==> config.mk <==
export PLATFORM = sky130hd
export DESIGN_NAME = sync_fifo_32b
export DESIGN_NICKNAME = d
export VERILOG_FILES = /design/src/rtl/sync_fifo_pkg.sv /design/src/rtl/fifo_mem_2p.sv /design/src/rtl/sync_fifo_32b.sv
export SDC_FILE = /design/constraint.sdc
export NUM_CORES = 1
export LEC_CHECK = 0
export CAP_MARGIN = 10
export CORE_MARGIN = 3
export CORE_UTILIZATION = 63
export CTS_CLUSTER_SIZE = 40
export DETAILED_ROUTE_END_ITERATION = 10
export PLACE_DENSITY = 0.84
export SETUP_SLACK_MARGIN = 0.3
export SYNTH_ARGS = -nofsm -noshare
export SYNTH_HDL_FRONTEND = slang
export SYNTH_SLANG_ARGS = --single-unit
==> constraint.sdc <==
create_clock -name clk -period 6.5 [get_ports clk]
set_input_delay 1.95 -clock clk [delete_from_list [all_inputs] [get_ports clk]]
set_output_delay 1.95 -clock clk [all_outputs]
set_load 0.005 [all_outputs]
==> src/rtl/sync_fifo_pkg.sv <==
// Shared constants and helpers for the sync_fifo_32b slice.
package sync_fifo_pkg;

    localparam int DATA_W_DEF = 32;
    localparam int DEPTH_DEF  = 8;

    typedef logic [31:0] data_t;

    // Pointer width: storage index bits plus one wrap bit.
    function automatic int ptr_w(input int depth);
        return $clog2(depth) + 1;
    endfunction

endpackage

==> src/rtl/fifo_mem_2p.sv <==
// Simple dual-port storage: one write port and one synchronous read port.
// The array and the read register are not reset; the top masks rdata after reset.
module fifo_mem_2p #(
    parameter int DATA_W = 32,
    parameter int DEPTH  = 8,
    parameter int ADDR_W = 3
) (
    input  logic              clk,
    input  logic              i_we,
    input  logic [ADDR_W-1:0] i_waddr,
    input  logic [DATA_W-1:0] i_wdata,
    input  logic              i_re,
    input  logic [ADDR_W-1:0] i_raddr,
    output logic [DATA_W-1:0] o_rdata
);

    logic [DATA_W-1:0] r_mem [DEPTH];
    logic [DATA_W-1:0] r_rdata;

    // Write port
    always_ff @(posedge clk) begin
        if (i_we) r_mem[i_waddr] <= i_wdata;
    end

    // Read port: holds when not enabled; a same-edge write to raddr returns old data
    always_ff @(posedge clk) begin
        if (i_re) r_rdata <= r_mem[i_raddr];
    end

    assign o_rdata = r_rdata;

endmodule

==> src/rtl/sync_fifo_32b.sv <==
// Synchronous FIFO feeding a 32-bit pipeline register's D input.
// Optional sticky overflow/underflow flags: define SYNC_FIFO_ERR_FLAGS_EN.
module sync_fifo_32b
    import sync_fifo_pkg::*;
#(
    parameter int DATA_W = DATA_W_DEF,
    parameter int DEPTH  = DEPTH_DEF,
    localparam int PTR_W  = ptr_w(DEPTH),
    localparam int ADDR_W = PTR_W - 1
) (
    input  logic              clk,
    input  logic              reset,
    input  logic              wr_en,
    input  logic [DATA_W-1:0] wr_data,
    output logic              full,
    input  logic              rd_en,
    output logic [DATA_W-1:0] rd_data,
    output logic              empty,
`ifdef SYNC_FIFO_ERR_FLAGS_EN
    output logic              ovf,
    output logic              udf,
`endif
    output logic [ADDR_W:0]   count
);

    logic [ADDR_W:0]   r_wr_ptr;
    logic [ADDR_W:0]   r_rd_ptr;
    logic              r_rd_vld;   // set by the first accepted read after reset
    logic              w_empty;
    logic              w_full;
    logic              w_rd_acc;
    logic              w_wr_acc;
    logic [DATA_W-1:0] w_mem_q;

    // Flags derive only from registered pointers
    assign w_empty = (r_wr_ptr == r_rd_ptr);
    assign w_full  = (r_wr_ptr[ADDR_W-1:0] == r_rd_ptr[ADDR_W-1:0]) &&
                     (r_wr_ptr[ADDR_W] != r_rd_ptr[ADDR_W]);

    assign w_rd_acc = rd_en & ~w_empty;
    assign w_wr_acc = wr_en & (~w_full | w_rd_acc);

    assign empty = w_empty;
    assign full  = w_full;
    assign count = r_wr_ptr - r_rd_ptr;

    // Pointer advance and read-data-valid tracking
    always_ff @(posedge clk or posedge reset) begin
        if (reset) begin
            r_wr_ptr <= '0;
            r_rd_ptr <= '0;
            r_rd_vld <= 1'b0;
        end else begin
            if (w_wr_acc) r_wr_ptr <= r_wr_ptr + 1'b1;
            if (w_rd_acc) begin
                r_rd_ptr <= r_rd_ptr + 1'b1;
                r_rd_vld <= 1'b1;
            end
        end
    end

    fifo_mem_2p #(
        .DATA_W (DATA_W),
        .DEPTH  (DEPTH),
        .ADDR_W (ADDR_W)
    ) u_mem (
        .clk     (clk),
        .i_we    (w_wr_acc),
        .i_waddr (r_wr_ptr[ADDR_W-1:0]),
        .i_wdata (wr_data),
        .i_re    (w_rd_acc),
        .i_raddr (r_rd_ptr[ADDR_W-1:0]),
        .o_rdata (w_mem_q)
    );

    // Reset forces rd_data to zero at once, so stale storage never shows
    assign rd_data = r_rd_vld ? w_mem_q : '0;

`ifdef SYNC_FIFO_ERR_FLAGS_EN
    logic r_ovf;
    logic r_udf;

    // Sticky error flags, cleared only by reset
    always_ff @(posedge clk or posedge reset) begin
        if (reset) begin
            r_ovf <= 1'b0;
            r_udf <= 1'b0;
        end else begin
            if (wr_en & ~w_wr_acc) r_ovf <= 1'b1;
            if (rd_en & w_empty)   r_udf <= 1'b1;
        end
    end

    assign ovf = r_ovf;
    assign udf = r_udf;
`endif

endmodule

Word level (Yosys, flattened, before mapping)
Memories as Yosys holds them, arrays and structs flattened. A register that Yosys moved wholly into a read port is not among the register bits.
Cells that the tools add are included.
{"block": "word_totals", "regBits": 9, "output_inout_bits": 38, "wordCells": 19, "ram_bits": 256, "n_memories": 1}
{"name": "u_mem.r_mem", "words": 8, "width": 32, "read_ports": 1, "rd_clocked_by_memory_dff": 1, "write_ports": 1, "line_no": "fifo_mem_2p.sv:17", "source": "logic [DATA_W-1:0] r_mem [DEPTH];"}
{"block": "op_classes", "add_sub_neg": 3, "reduce_logical": 1, "n_eq_ne": 3, "n_bitwise": 5, "mux": 3}
{"cell": "2-to-1 mux 32 bit", "n": 1}
{"cell": "adder 4 x 1 -> 4 bit, second input constant", "n": 2}
{"cell": "equality test 4 bit", "n": 1}
{"cell": "subtractor 4 bit", "n": 1}
{"cell": "equality test 3 bit", "n": 1}
{"cell": "AND 1 bit", "n": 2}
{"cell": "2-to-1 mux 1 bit", "n": 2}
{"cell": "NOT 1 bit", "n": 2}
{"cell": "logical AND 1 bit", "n": 1}
{"cell": "!= test 1 bit", "n": 1}
{"cell": "OR 1 bit", "n": 1}

Longest topological paths before layout
{"block": "depth", "word_depth": 7, "mapped_depth": 9}

Modules after synthesis
From an unflattened synthesis, not the netlist that was laid out.
{"block": "hier_totals", "hier_cells": 500, "area_unflattened_um2": 11526.1}
{"module": "fifo_mem_2p", "area_each_um2": 10786.6, "instances": 1, "seq_area_each_um2": 8648.3, "cells_each": 415}
{"module": "sync_fifo_32b", "area_each_um2": 739.5, "instances": 1, "seq_area_each_um2": 225.2, "cells_each": 85}

Worst setup path after synthesis
Ideal clock, no wire load.
{"block": "synth_timing", "kind": "input -> register", "startpoint": "input port rd_en", "endpoint": "memory u_mem.r_mem[0][0], enable pin", "arrival_time_ns": 4.425, "required_ns": 6.039, "setup_slack_ns": 1.614, "path_stages": 3, "n_path_buf": 0, "cell_sequence": "or3_4 -> nand3b_1 -> nor3_1"}
{"block": "synth_between", "elab_chain_len": 5}
{"item": "start, declared", "line_no": "sync_fifo_32b.sv:16", "source": "input logic rd_en,"}
{"item": "AND 1 bit", "line_no": "sync_fifo_32b.sv:40", "source": "assign w_rd_acc = rd_en & ~w_empty;"}
{"item": "OR 1 bit", "line_no": "sync_fifo_32b.sv:41", "source": "assign w_wr_acc = wr_en & (~w_full | w_rd_acc);"}
{"item": "AND 1 bit", "line_no": "sync_fifo_32b.sv:41"}
{"item": "2-to-1 mux 1 bit", "line_no": "fifo_mem_2p.sv:22", "source": "if (i_we) r_mem[i_waddr] <= i_wdata;"}
{"item": "2-to-1 mux 1 bit (implied by the code)", "line_no": "fifo_mem_2p.sv:22"}
{"item": "end, declared", "line_no": "fifo_mem_2p.sv:17"}
No other way between the ends.

Worst setup path in the final report
{"block": "layout_timing", "startpoint": "register r_rd_ptr[0]", "endpoint": "output port count[3]"}
{"block": "layout_between", "elab_chain_len": 1}
{"item": "start, declared", "line_no": "sync_fifo_32b.sv:27", "source": "logic [ADDR_W:0] r_rd_ptr;"}
{"item": "start signal, assigned", "line_no": "sync_fifo_32b.sv:56", "source": "r_rd_ptr <= r_rd_ptr + 1'b1;"}
{"item": "subtractor 4 bit", "line_no": "sync_fifo_32b.sv:45", "source": "assign count = r_wr_ptr - r_rd_ptr;"}
{"item": "end, declared", "line_no": "sync_fifo_32b.sv:23", "source": "output logic [ADDR_W:0] count"}
No other way between the ends.

==> out/results.tsv <==
metric	value	unit
Crit. Startpoint	r_rd_ptr[0]$_DFFE_PP0P_	
antenna viol nets, final	0	
Synth area leaders	edfxtp_1, mux4_2, nand2_1	
Startpoint Class	flip-flop	
CTS root buffer	clkbuf_16	
setup ws final	1.74	ns
Diodes inserted	0	
filler instances	894	
CTS tree	built	
CTS H-tree depth	1	
Hold/Removal Path Class	flip-flop to flip-flop	
Post-Syn Instances	566	
gr usage total	0.235	
Via density	6.16	
Worst EP required	4.55	ns
vias post-DR	5542	
PD cells	463	nW/um2
drt total wl	22200	um
Yosys top cell by area	edfxtp_1	
most common cell in the netlist	edfxtp_1	
CTS max path bufs	3	
Max Transition Viols Final	0	
Placement Setup Slack	2.18	ns
Starting DRT DRC Count	347	
top cells by count, synth	edfxtp_1, nand2_1, mux4_2	
gr ovfl total	0	
Initial Utilization	0.650	
final net count	695	
TritonCTS Buffers	28	
postcts setup bufs	0	
top cell type's share of synthesized area	0.761	
slew at the pin closest to its max-slew limit	1.23	ns
first-pass GRT wire length	35200	um
Clock Latency Late Sink	0.52	ns
status	completed	
VDD IR max	0.268	mV
Rel. slew slack	0.177	
wire length per cell	24.7	um
#FFs+latches synth	297	
largest net degree at the start of global routing	47	
Die Y	140	um
Post-DP HPWL	11900	um
TritonRoute pass-1 iters	5	
Leakage	4.45	nW
Synth warnings	0	
Reg clk slew, reported paths	0.06	ns
final hold viol count	0	
Layout area overhead	17.0	%
hold buffers post-CTS	0	
Chip Width	140	um
gpl congestion	0.790	
synthesized area	11400	um2
Max Clock Skew	0.0119	ns
RSZ-0062 raised after global routing	false	
hold wc startpoint	r_wr_ptr[2]$_DFFE_PP0P_	
post-synthesis async set-or-reset flop share	0.0303	
Final Cycle Share	0.733	
DRC viols	0	
Avg Inst Size Synth	20.1	um2
I/O Buffers	73	
ys flop type	edfxtp_1	
number of primary I/O pins	74	
Crit Path Class	flip-flop to output port	
crit end category	output port	
post-layout min period	4.76	ns
Max Cap Viol	0	
Fin Setup TNS	0	ns
Mapped Nets	608	
layout cells sized above 1	0.193	
CP max FO	30	
# clock sinks	297	
CTS resizes	0	
vias in the first global route	6035	
die area	19700	um2
row count	48	
Post-synth EDFFs	288	
Distinct cells, synth	28	
initial antenna violation count	0	
hold_ws	0.573	ns
CP Data Arrival Time	2.81	ns
r2r startpoint	r_rd_ptr[0]$_DFFE_PP0P_	
Core Region	17500	um2
sequential area share after synthesis	0.781	
FMAX	210	MHz
Setup Viol. Count Final	0	
==> worst paths after layout <==
path	depth (start not counted)	end	slack [ns]
worst max-delay path	6	count[3]	1.74
worst min-delay path	1	r_wr_ptr[2]$_DFFE_PP0P_	0.57
worst max register to register	5	u_mem.r_mem[1][14]$_DFFE_PP_	3.26
worst min register to register	1	r_wr_ptr[2]$_DFFE_PP0P_	0.57
max in group asynchronous	2	r_rd_ptr[0]$_DFFE_PP0P_	4.49
min in group asynchronous	2	r_wr_ptr[1]$_DFFE_PP0P_	1.70
==> worst max-delay path: stages (launching register included) <==
cell	delay (ns)
dfrtp_4	0.82
ha_1	0.32
inv_1	0.06
a21o_1	0.19
a21oi_1	0.23
xnor2_1	0.15
clkdlybuf4s50_1	0.52
==> power breakdown <==
part           switching, mW  leakage [nW]  total, mW  internal [mW]
Combinational          0.893          1.26       1.80          0.907
Clock                  0.664         0.452       1.59          0.931
Sequential             0.197          2.74       2.77           2.57
Total                   1.75          4.45       6.16           4.41
==> layout by cell type (no fill, tap or decap), types with 2 or more instances in the layout <==
cell type | netlist | final
clkbuf_16 | 0 | 29
xnor2_1 | 7 | 7
nand2_1 | 101 | 101
nand3_1 | 2 | 2
bufinv_16 | 0 | 3
ha_1 | 5 | 5
nor2_4 | 0 | 6
and2_1 | 32 | 32
nor2_1 | 8 | 2
nor3_2 | 0 | 2
mux4_2 | 64 | 64
clkbuf_1 | 12 | 3
dfrtp_1 | 9 | 7
clkinv_2 | 0 | 9
clkinv_1 | 0 | 7
clkdlybuf4s50_1 | 0 | 73
xor2_1 | 2 | 2
inv_1 | 9 | 8
edfxtp_1 | 288 | 288
buf_4 | 6 | 8
o21ai_0 | 2 | 2
==> final cells by class <==
type                       instances  area (um2)  area share
clock buffer                      32         737      0.0554
clock inverter                    20         174      0.0131
inverter                           9        33.8     0.00254
multi-input combinational        236        2400       0.180
sequential                       297        8880       0.668
tap                              225         282      0.0212
timing repair buffer              81         791      0.0595
==> metal layers <==
layer	track usage	vias up	share of wire
met5	0	-	0
met4	0.0729	0	0.026
met3	0.0311	49	0.057
met2	0.407	232	0.54
met1	0.319	2885	0.38
li1	-	2376	-
==> sequential cells by signal, indices dropped and copies added (netlist names) <==
name,flops
r_rd_vld,1
r_wr_ptr,4
u_mem.r_mem,256
u_mem.o_rdata,32
r_rd_ptr,4
==> stage by stage <==
step	instance area (um2)	utilization	total power [mW]	std cells
2_1_floorplan	11400	-	3.86	566
3_3_place_gp	12400	0.709	4.49	848
3_5_place_dp	12400	0.709	4.59	848
4_1_cts	13300	0.761	6.22	900
5_1_grt	13300	0.761	6.46	900
6_report	13300	0.761	6.16	900
==> kinds of logic after synthesis <==
family	after synthesis	share of synthesized area
simple gates	150	0.0591
mux	65	0.128
flops	297	0.781
buf+inv	33	0.0131
compound gates	5	0.00341
xor+xnor	10	0.00837
fa+ha+maj	6	0.00726
Note: power is estimated with default switching activity, not from simulation.
